## src/rtl/mipi_tx_frame_sequencer.sv

```systemverilog
// Frame sequencer for a MIPI CSI-2 TX: walks VS/VGAP/HS/HGAP/ACT/HEND/VEND phases
// and streams 64-bit words from a first-word-fall-through FIFO onto the TX data path.
module mipi_tx_frame_sequencer #(
  parameter int unsigned H_WORDS   = 480,
  parameter int unsigned V_LINES   = 1080,
  parameter int unsigned HRES_PIX  = 1920,
  parameter logic [5:0]  DATA_TYPE = 6'h2B,
  parameter logic [1:0]  VC_ID     = 2'd0,
  parameter int unsigned VS_CYC    = 4,
  parameter int unsigned VGAP_CYC  = 16,
  parameter int unsigned HS_CYC    = 2,
  parameter int unsigned HGAP_CYC  = 8,
  parameter int unsigned HEND_CYC  = 8,
  parameter int unsigned VEND_CYC  = 16
) (
  input  logic        mipi_pclk,
  input  logic        i_rst,
  input  logic        i_enable,
  input  logic        fifo_empty,
  input  logic [63:0] fifo_data,
  output logic        fifo_rd,
  output logic        tx_vsync,
  output logic        tx_hsync,
  output logic        tx_valid,
  output logic [63:0] tx_data,
  output logic [5:0]  tx_type,
  output logic [15:0] tx_hres,
  output logic [1:0]  tx_vc,
  output logic        busy,
  output logic        frame_done,
  output logic        underflow
);

  localparam int unsigned CNT_W = 16;
  localparam int unsigned ST_W  = 3;

  localparam logic [ST_W-1:0] IDLE = 3'd0;
  localparam logic [ST_W-1:0] VS   = 3'd1;
  localparam logic [ST_W-1:0] VGAP = 3'd2;
  localparam logic [ST_W-1:0] HS   = 3'd3;
  localparam logic [ST_W-1:0] HGAP = 3'd4;
  localparam logic [ST_W-1:0] ACT  = 3'd5;
  localparam logic [ST_W-1:0] HEND = 3'd6;
  localparam logic [ST_W-1:0] VEND = 3'd7;

  localparam logic [CNT_W-1:0] VS_LAST   = CNT_W'(VS_CYC - 1);
  localparam logic [CNT_W-1:0] VGAP_LAST = CNT_W'(VGAP_CYC - 1);
  localparam logic [CNT_W-1:0] HS_LAST   = CNT_W'(HS_CYC - 1);
  localparam logic [CNT_W-1:0] HGAP_LAST = CNT_W'(HGAP_CYC - 1);
  localparam logic [CNT_W-1:0] HEND_LAST = CNT_W'(HEND_CYC - 1);
  localparam logic [CNT_W-1:0] VEND_LAST = CNT_W'(VEND_CYC - 1);
  localparam logic [CNT_W-1:0] WORD_LAST = CNT_W'(H_WORDS - 1);
  localparam logic [CNT_W-1:0] LINE_LAST = CNT_W'(V_LINES - 1);

  logic [ST_W-1:0]  state_q, state_d;
  logic [CNT_W-1:0] phase_q, phase_d;
  logic [CNT_W-1:0] word_q, word_d;
  logic [CNT_W-1:0] line_q, line_d;
  logic             underflow_q, underflow_d;
  logic             tx_vsync_q, tx_hsync_q, busy_q, frame_done_q;
  logic             tx_valid_q;
  logic [63:0]      tx_data_q;

  logic             fifo_rd_c;
  logic             timed_c;
  logic [CNT_W-1:0] phase_last_c;
  logic             phase_end_c;

  assign fifo_rd_c = (state_q == ACT) & ~fifo_empty & ~i_rst;

  // Length of the current fixed-duration phase; ACT and IDLE are not timed.
  always_comb begin
    timed_c      = 1'b1;
    phase_last_c = '0;
    case (state_q)
      VS:      phase_last_c = VS_LAST;
      VGAP:    phase_last_c = VGAP_LAST;
      HS:      phase_last_c = HS_LAST;
      HGAP:    phase_last_c = HGAP_LAST;
      HEND:    phase_last_c = HEND_LAST;
      VEND:    phase_last_c = VEND_LAST;
      default: timed_c = 1'b0;
    endcase
  end

  assign phase_end_c = timed_c && (phase_q == phase_last_c);

  // Next-state and counter update.
  always_comb begin
    state_d     = state_q;
    phase_d     = phase_q;
    word_d      = word_q;
    line_d      = line_q;
    underflow_d = underflow_q;

    if (timed_c) begin
      phase_d = phase_end_c ? '0 : phase_q + CNT_W'(1);
    end

    case (state_q)
      IDLE: if (i_enable) state_d = VS;
      VS:   if (phase_end_c) state_d = VGAP;
      VGAP: if (phase_end_c) state_d = HS;
      HS:   if (phase_end_c) state_d = HGAP;
      HGAP: if (phase_end_c) state_d = ACT;
      ACT: begin
        if (fifo_rd_c) begin
          if (word_q == WORD_LAST) begin
            word_d  = '0;
            state_d = HEND;
          end else begin
            word_d = word_q + CNT_W'(1);
          end
        end else if (fifo_empty && (word_q != '0)) begin
          underflow_d = 1'b1;
        end
      end
      HEND: begin
        if (phase_end_c) begin
          if (line_q == LINE_LAST) begin
            line_d  = '0;
            state_d = VEND;
          end else begin
            line_d  = line_q + CNT_W'(1);
            state_d = HS;
          end
        end
      end
      VEND: if (phase_end_c) state_d = i_enable ? VS : IDLE;
      default: state_d = IDLE;
    endcase

    if ((state_d == VS) && (state_q != VS)) underflow_d = 1'b0;
  end

  // Outputs are registered from the next state so they track the state register exactly.
  always_ff @(posedge mipi_pclk) begin
    if (i_rst) begin
      state_q      <= IDLE;
      phase_q      <= '0;
      word_q       <= '0;
      line_q       <= '0;
      underflow_q  <= 1'b0;
      tx_vsync_q   <= 1'b0;
      tx_hsync_q   <= 1'b0;
      busy_q       <= 1'b0;
      frame_done_q <= 1'b0;
      tx_valid_q   <= 1'b0;
      tx_data_q    <= '0;
    end else begin
      state_q      <= state_d;
      phase_q      <= phase_d;
      word_q       <= word_d;
      line_q       <= line_d;
      underflow_q  <= underflow_d;
      tx_vsync_q   <= (state_d == VS);
      tx_hsync_q   <= (state_d == HS);
      busy_q       <= (state_d != IDLE);
      frame_done_q <= (state_d == VEND) && (phase_d == VEND_LAST);
      tx_valid_q   <= fifo_rd_c;
      if (fifo_rd_c) tx_data_q <= fifo_data;
    end
  end

  assign fifo_rd    = fifo_rd_c;
  assign tx_vsync   = tx_vsync_q;
  assign tx_hsync   = tx_hsync_q;
  assign busy       = busy_q;
  assign frame_done = frame_done_q;
  assign underflow  = underflow_q;
  assign tx_valid   = tx_valid_q;
  assign tx_data    = tx_data_q;
  assign tx_type    = DATA_TYPE;
  assign tx_hres    = 16'(HRES_PIX);
  assign tx_vc      = VC_ID;

endmodule

```

## config.mk

```make
export PLATFORM = sky130hd
export DESIGN_NAME = mipi_tx_frame_sequencer
export DESIGN_NICKNAME = d
export VERILOG_FILES = /design/src/rtl/mipi_tx_frame_sequencer.sv
export SDC_FILE = /design/constraint.sdc
export NUM_CORES = 1
export LEC_CHECK = 0
export BUFFER_PORTS_ARGS = -buffer_cell sky130_fd_sc_hd__buf_2
export CAP_MARGIN = 0
export CORE_ASPECT_RATIO = 1.1
export CORE_UTILIZATION = 52
export CTS_CLUSTER_SIZE = 16
export DETAILED_ROUTE_END_ITERATION = 8
export GPL_TIMING_DRIVEN = 0
export HOLD_SLACK_MARGIN = 0.08
export PLACE_DENSITY = 0.81
export SLEW_MARGIN = 40
export SYNTH_ARGS = -nofsm -noshare
export SYNTH_HDL_FRONTEND = slang
export SYNTH_SLANG_ARGS = --single-unit
export TNS_END_PERCENT = 30
```

## constraint.sdc

```tcl
create_clock -name mipi_pclk -period 3 [get_ports mipi_pclk]
set_input_delay 0.3 -clock mipi_pclk [delete_from_list [all_inputs] [get_ports mipi_pclk]]
set_output_delay 0.3 -clock mipi_pclk [all_outputs]
set_load 0.005 [all_outputs]
```

==> results of run 1 <==
-- worst max path at each step --
stage                from  endpoint  slack [ns]  cells past startpoint
6_report       state_q[2]   fifo_rd        0.27                      6
3_3_place_gp   state_q[2]   fifo_rd        0.41                      7
5_1_grt        state_q[2]   fifo_rd        0.12                      6
3_5_place_dp   state_q[2]   fifo_rd        0.40                      7
4_1_cts        state_q[2]   fifo_rd        0.20                      6
2_1_floorplan  phase_q[0]      busy        0.81                      8
-- per-layer routing --
| metal | GRT usage | wire, um | vias to the layer above |
|---|---|---|---|
| met5 | 0 | 0 | - |
| met4 | 0.2017 | 750 | 0 |
| met3 | 0.09744 | 1391 | 81 |
| met2 | 0.5729 | 8860 | 307 |
| met1 | 0.3487 | 6401 | 2722 |
| li1 | - | - | 2655 |
-- cell usage in the layout, fill, tap and decap left out, types with 3 or more instances in the layout --
cell                            count
sky130_fd_sc_hd__ha_1               4
sky130_fd_sc_hd__or4_1              3
sky130_fd_sc_hd__clkbuf_1          28
sky130_fd_sc_hd__dlygate4sd3_1     65
sky130_fd_sc_hd__buf_4             24
sky130_fd_sc_hd__clkbuf_16         16
sky130_fd_sc_hd__o21ai_0           72
sky130_fd_sc_hd__and2_1             5
sky130_fd_sc_hd__a31oi_1            5
sky130_fd_sc_hd__nand3_1           16
sky130_fd_sc_hd__clkinv_4           3
sky130_fd_sc_hd__nand4_1           14
sky130_fd_sc_hd__or3_1              6
sky130_fd_sc_hd__xor2_1            24
sky130_fd_sc_hd__inv_1              8
sky130_fd_sc_hd__nand2_1          161
sky130_fd_sc_hd__nor4_1             3
sky130_fd_sc_hd__nor3_1            14
sky130_fd_sc_hd__and3_1            10
sky130_fd_sc_hd__buf_2            146
sky130_fd_sc_hd__dfxtp_1          121
sky130_fd_sc_hd__clkbuf_8           3
sky130_fd_sc_hd__nor4_2             3
sky130_fd_sc_hd__a21oi_1           13
sky130_fd_sc_hd__xnor2_1           19
sky130_fd_sc_hd__nor4b_1            3
sky130_fd_sc_hd__bufinv_16          5
sky130_fd_sc_hd__nor2_1            52
sky130_fd_sc_hd__conb_1            24
-- worst min-delay path, cell delays in order --
cell and delay (ns):
sky130_fd_sc_hd__buf_2 0.14, sky130_fd_sc_hd__o41ai_2 0.12, sky130_fd_sc_hd__nor2_1 0.09
-- logic make-up after synthesis --
kind of cell / count (synthesis)
buffers and inverters: 70
and+or+nand+nor: 315
adders and majority gates: 4
DFF: 121
xor gates and xnor gates: 44
AOI/OAI and AO/OA: 102
muxes: 2
other: 2
-- final cells by class --
| class | instances | area [um^2] | share of cell area |
|---|---|---|---|
| plain buffers | 61 | 339.1 | 0.04432 |
| clock buffers | 22 | 452.9 | 0.05921 |
| clock inverters | 10 | 190.2 | 0.02486 |
| inverters | 8 | 30.03 | 0.003925 |
| multi-input cells | 491 | 2724 | 0.3561 |
| flip-flops and latches | 121 | 2422 | 0.3166 |
| well taps | 120 | 150.1 | 0.01963 |
| repair buffers | 203 | 1341 | 0.1753 |
-- where the power goes --
group | leakage, nW | internal [mW] | switching, mW
registers | 0.975 | 1.65 | 0.0200
logic | 1.98 | 0.383 | 0.429
clock network | 0.314 | 1.48 | 0.756
total | 3.27 | 3.51 | 1.21
-- state kept, by name, summed over array words and instances, names as in the netlist --
register	cells
tx_hsync	1
phase_q	16
state_q	3
line_q	16
tx_vsync	1
tx_valid	1
word_q	16
underflow	1
tx_data	64
busy	1
frame_done	1
-- what timing repair did --
action | 4_1_cts | 5_1_grt
gates resized for setup | 0 | 2
endpoints found under the setup margin | 1 | 1
hold endpoints to repair | 65 | 0
hold buffers | 65 | 0
-- metrics by stage --
| step | power [mW] | utilization | hold WS, ns | instances |
|---|---|---|---|---|
| floorplan | 2.251 | - | 0.3761 | 682 |
| global placement | 2.394 | 0.6361 | 0.4416 | 940 |
| detailed placement | 2.417 | 0.6361 | 0.4504 | 940 |
| CTS | 4.676 | 0.7653 | 0.1807 | 1036 |
| global route | 4.863 | 0.7662 | 0.1814 | 1036 |
| finish | 4.719 | 0.7662 | 0.1728 | 1036 |
==> flow_summary.json, run 1 <==
{
  "critical_path.most_common_cell": "sky130_fd_sc_hd__buf_2",
  "synth_area_leaders": "sky130_fd_sc_hd__dfxtp_1, sky130_fd_sc_hd__nand2_1, sky130_fd_sc_hd__o21ai_0, sky130_fd_sc_hd__xor2_1, sky130_fd_sc_hd__nor2_1",
  "cts.root.buffer_cell": "sky130_fd_sc_hd__clkbuf_8",
  "port_buffers": 138,
  "p_leak_nw": 3.268,
  "timing_hold_violations_final": 0,
  "most_frequently_used_flop_master_after_synthesis": "sky130_fd_sc_hd__dfxtp_1",
  "grt_pass1_vias": 5861,
  "final_antenna_net_count": 0,
  "first_pass_grt_wire_length_mm": 27.67,
  "critical_path_buf_inv_count": 4,
  "synth_compound_gate_area_share": 0.1109,
  "synthMuxAreaShare": 0.003688,
  "worst_hold_path_type": "input port to flop",
  "synth_enable_flop_cells": 0,
  "residual_drc": 0,
  "main_combinational_cell_family_by_area_after_synthesis": "simple AND/OR/NAND/NOR gates",
  "ff2ff_setup_slack_ns": 0.34,
  "worst_ep_required_time_ns": 2.70,
  "vdd_drop_max_uv": 426.1,
  "final_min_period_over_clock_period": 0.9099,
  "synth_cell_type_count": 61,
  "detail_route.iter0.violations": 353,
  "critPathSlowestCell": "sky130_fd_sc_hd__buf_2",
  "yosys.area_share.adder": 0.009221,
  "drv.max_cap_violation_count": 0,
  "postPlaceCellArea_um2": 6351,
  "grt_antenna_before_repair": 0,
  "worstReg2RegStart": "state_q[2]",
  "synth_top_cells_by_count": "sky130_fd_sc_hd__nand2_1, sky130_fd_sc_hd__dfxtp_1, sky130_fd_sc_hd__o21ai_0, sky130_fd_sc_hd__nor2_1, sky130_fd_sc_hd__clkbuf_1",
  "dieArea_um2": 10850,
  "critical_path.cell_chain": "buf_2, and3b_1, nor3b_2, buf_2, clkbuf_2, buf_2",
  "power.density_cell_area_nw_per_um2": 616.9,
  "synth_area_leader_cell": "sky130_fd_sc_hd__dfxtp_1",
  "grt_usage": 0.3276,
  "period_minus_slack_ns": 2.730,
  "run_status": "complete, no violations",
  "path_clk_slew_ns": 0.06,
  "worst_path_dominant_cell_family": "buffers and inverters",
  "min_path_cells": 3,
  "worst_slew_margin_rel": 0.5664,
  "maxClockFrequency_mhz": 366.3,
  "whs_endpoint": "state_q[0]",
  "clock_path_buffers": 2,
  "gp_congestion": 0.8189,
  "clock_tree_from_tritoncts": "yes",
  "detail_route.wl_per_cell_um": 16.80,
  "fin_area_um2": 7650,
  "worst_setup_path_end_kind": "output port",
  "synth.avg_cell_area_um2": 8.224,
  "critPathMaxStageDelay_ns": 0.40,
  "ys_ff_latch": 121,
  "rsz_0062_raised_after_global_routing": "no",
  "synth_top_area_share": 0.4463,
  "timing.setup.tns_ns": 0,
  "finalSetupViolations": 0,
  "largest_net_degree_at_the_start_of_global_routing": 20,
  "placeable_core_region_um2": 9985,
  "timing.final.ws_setup_ns": 0.2703,
  "io_pins": 163,
  "layout-drive-gt1-share": 0.2467,
  "dp_slack_ns": 0.3954,
  "synth_simple_gate_area_frac": 0.2877,
  "yosysSeqAreaShare": 0.4463,
  "grt_overflow_total": 0,
  "antennaDiodeCount": 0,
  "timing.clock.skew_ns": 0.009398,
  "worstSetupStartpointType": "flop",
  "rr_worst_depth": 9,
  "r2r_end": "underflow",
  "area_added_between_synthesis_and_finish_pct": 40.94,
  "cts_max_level": 4,
  "via_count": 5765,
  "post_cts_buffers": 0,
  "synth.cell_area_um2": 5428,
  "floorplan.die.height_um": 109.2,
  "cells_after_synth": 660,
  "drtPass1Iterations": 5,
  "tritoncts.num_buffers": 17,
  "synthXorXnorAreaFrac": 0.07238,
  "synth.most_common_cell": "sky130_fd_sc_hd__nand2_1",
  "detailed_place_hpwl_mm": 9.981,
  "worstSkewPairLatency_ns": 0.53,
  "placement_rows": 38,
  "number_of_clock_sinks": 121,
  "yosysWarnings": 0,
  "max_slew.worst_pin.slew_ns": 0.6454,
  "signal_arrival_time_at_the_worst_endpoint_ns": 2.43,
  "finalWirelength_mm": 17.40,
  "timing.critical_path.fanout_max": 19,
  "synth_async_sr_flop_share": 0,
  "effective_utilization_at_floorplan": 0.5436,
  "timing.hold.worst.start": "i_enable",
  "fillerInstances": 619,
  "final_max_slew_viol_count": 0,
  "critPathKind": "flop to output port",
  "vias_per_cell": 5.565,
  "nets_final": 975,
  "die_w_um": 99.41
}
Power figures use the tool's default switching activity.
==> inputs of run 2 (changes only) <==
--- a/config.mk
+++ b/config.mk
@@ -6,14 +6,16 @@
 export NUM_CORES = 1
 export LEC_CHECK = 0
 export BUFFER_PORTS_ARGS = -buffer_cell sky130_fd_sc_hd__buf_2
-export CAP_MARGIN = 0
+export CAP_MARGIN = 15
+export CELL_PAD_IN_SITES_DETAIL_PLACEMENT = 0
+export CELL_PAD_IN_SITES_GLOBAL_PLACEMENT = 1
 export CORE_ASPECT_RATIO = 1.1
-export CORE_UTILIZATION = 52
+export CORE_UTILIZATION = 37
 export CTS_CLUSTER_SIZE = 16
 export DETAILED_ROUTE_END_ITERATION = 8
 export GPL_TIMING_DRIVEN = 0
 export HOLD_SLACK_MARGIN = 0.08
-export PLACE_DENSITY = 0.81
+export PLACE_DENSITY_LB_ADDON = 0.1
 export SLEW_MARGIN = 40
 export SYNTH_ARGS = -nofsm -noshare
 export SYNTH_HDL_FRONTEND = slang
==> flow_summary.json, run 2 (synthesized netlist as in run 1, its figures left out) <==
{
  "run_status": "complete, no violations",
  "io_pins": 163,
  "rsz_0062_raised_after_global_routing": "no",
  "timing.setup.tns_ns": 0,
  "worst_slew_margin_rel": 0.4142,
  "worstSetupStartpointType": "flop",
  "final_min_period_over_clock_period": 0.9159,
  "post_cts_buffers": 0,
  "detail_route.wl_per_cell_um": 12.68,
  "drtPass1Iterations": 5,
  "stdcell_count": 1087,
  "critPathKind": "flop to output port",
  "port_buffers": 138,
  "maxClockFrequency_mhz": 363.9,
  "nets_final": 954,
  "cts.root.buffer_cell": "sky130_fd_sc_hd__clkbuf_16",
  "flip_flop_count_of_the_largest_register_all_copies_and_words_added": 64,
  "cts-resized-gates": 0,
  "detailed_place_hpwl_mm": 10.11,
  "finalWirelength_mm": 13.78,
  "cts_max_level": 4,
  "gp_congestion": 0.7432,
  "timing_hold_violations_final": 0,
  "period_minus_slack_ns": 2.748,
  "layout_common_cells": "sky130_fd_sc_hd__nand2_1, sky130_fd_sc_hd__buf_2, sky130_fd_sc_hd__dfxtp_1",
  "final_max_slew_viol_count": 0,
  "first_pass_grt_wire_length_mm": 22.89,
  "number_of_clock_sinks": 121,
  "rr_worst_depth": 9,
  "tritoncts.num_buffers": 17,
  "max_slew.worst_pin.slew_ns": 0.8674,
  "clock_path_buffers": 2,
  "vdd_drop_max_uv": 415.9,
  "worst_ep_required_time_ns": 2.70,
  "ff_latch_area_um2": 2422,
  "placeable_core_region_um2": 14390,
  "timing.critical_path.fanout_max": 19,
  "finalSetupViolations": 0,
  "largest_net_degree_at_the_start_of_global_routing": 20,
  "residual_drc": 0,
  "layout-drive-gt1-share": 0.2503,
  "die_w_um": 117.5,
  "multi_input_comb_area_um2": 2716,
  "place_inst": 1012,
  "worstSkewPairLatency_ns": 0.41,
  "clock_tree_from_tritoncts": "yes",
  "placement_rows": 46,
  "via_count": 5141,
  "signal_arrival_time_at_the_worst_endpoint_ns": 2.45,
  "grt_pass1_vias": 4872,
  "commonest_non_fill_non_tap_cell_in_the_layout": "sky130_fd_sc_hd__nand2_1",
  "antennaDiodeCount": 0,
  "power.density_cell_area_nw_per_um2": 612.3,
  "effective_utilization_at_floorplan": 0.3772,
  "drv.max_cap_violation_count": 0,
  "floorplan.die.height_um": 129.0,
  "final_antenna_net_count": 0,
  "min_path_cells": 3,
  "worst_setup_path_end_kind": "output port",
  "vias_per_cell": 4.730,
  "p_leak_nw": 3.172,
  "grt_antenna_before_repair": 0,
  "worst_hold_path_type": "input port to flop",
  "fillerInstances": 1425,
  "grt_usage": 0.1869,
  "path_clk_slew_ns": 0.05,
  "grt_overflow_total": 0,
  "area_added_between_synthesis_and_finish_pct": 38.36,
  "timing.clock.skew_ns": 0.006350,
  "dieArea_um2": 15160,
  "detail_route.iter0.violations": 252
}
run 2: cell types whose count changed in the layout (fill, tap and decap cells not counted), sizes merged:
cell	delta
clkbuf	+2
bufinv	-1
dlygate4sd3	-21
inv	-1
run 2: stage by stage:
| stage | utilization | power, mW | worst slack [ns] | hold slack (ns) | area [um^2] |
|---|---|---|---|---|---|
| 6_report | 0.5219 | 4.598 | 0.2522 | 0.09489 | 7510 |
| 5_1_grt | 0.5219 | 4.796 | 0.06457 | 0.08821 | 7510 |
| 4_1_cts | 0.5219 | 4.659 | 0.1830 | 0.08036 | 7510 |
| 3_5_place_dp | 0.4477 | 2.416 | 0.1695 | 0.4465 | 6441 |
| 3_3_place_gp | 0.4477 | 2.404 | 0.2014 | 0.4415 | 6441 |
| 2_1_floorplan | - | 2.251 | 0.8135 | 0.3761 | 5510 |
run 2: worst paths after layout:
kind,start,end,slack [ns]
setup reg to reg,state_q[2],underflow,0.42
hold reg to reg,tx_data[60],tx_data[60],0.45
setup / recovery,state_q[2],fifo_rd,0.25
hold / removal,fifo_data[30],tx_data[30],0.09
run 2: layout make-up:
| cell class | count | area share |
|---|---|---|
| flip-flops and latches | 121 | 0.3226 |
| multi-input cells | 491 | 0.3617 |
| clock buffers | 24 | 0.06548 |
| well taps | 192 | 0.03199 |
| inverters | 8 | 0.003999 |
| clock inverters | 8 | 0.01866 |
| plain buffers | 61 | 0.04499 |
| repair buffers | 182 | 0.1506 |
run 2: power by group:
part | switching (mW) | internal [mW] | leakage [nW] | total (mW)
clock network | 0.698 | 1.47 | 0.314 | 2.17
logic | 0.396 | 0.362 | 1.88 | 0.758
registers | 0.0205 | 1.65 | 0.975 | 1.67
total | 1.11 | 3.48 | 3.17 | 4.60
run 2: routing by layer:
metal / GRT usage / vias up / routed length, um
li1: - / 2619 / -
met2: 0.3213 / 132 / 6719
met1: 0.2142 / 2372 / 5971
met4: 0.08974 / 0 / 289
met3: 0.05634 / 18 / 803
met5: 0 / - / 0
run 2: repair_timing:
item	CTS	global route
hold buffers	44	0
setup endpoints to repair	1	0
hold endpoints to repair	44	0
run 2: critical path: stages (launching register included):
cell and delay, ns:
sky130_fd_sc_hd__dfxtp_1 0.33, sky130_fd_sc_hd__buf_2 0.23, sky130_fd_sc_hd__and3b_1 0.27, sky130_fd_sc_hd__nor3b_2 0.23, sky130_fd_sc_hd__buf_2 0.39, sky130_fd_sc_hd__clkbuf_1 0.39, sky130_fd_sc_hd__buf_2 0.20
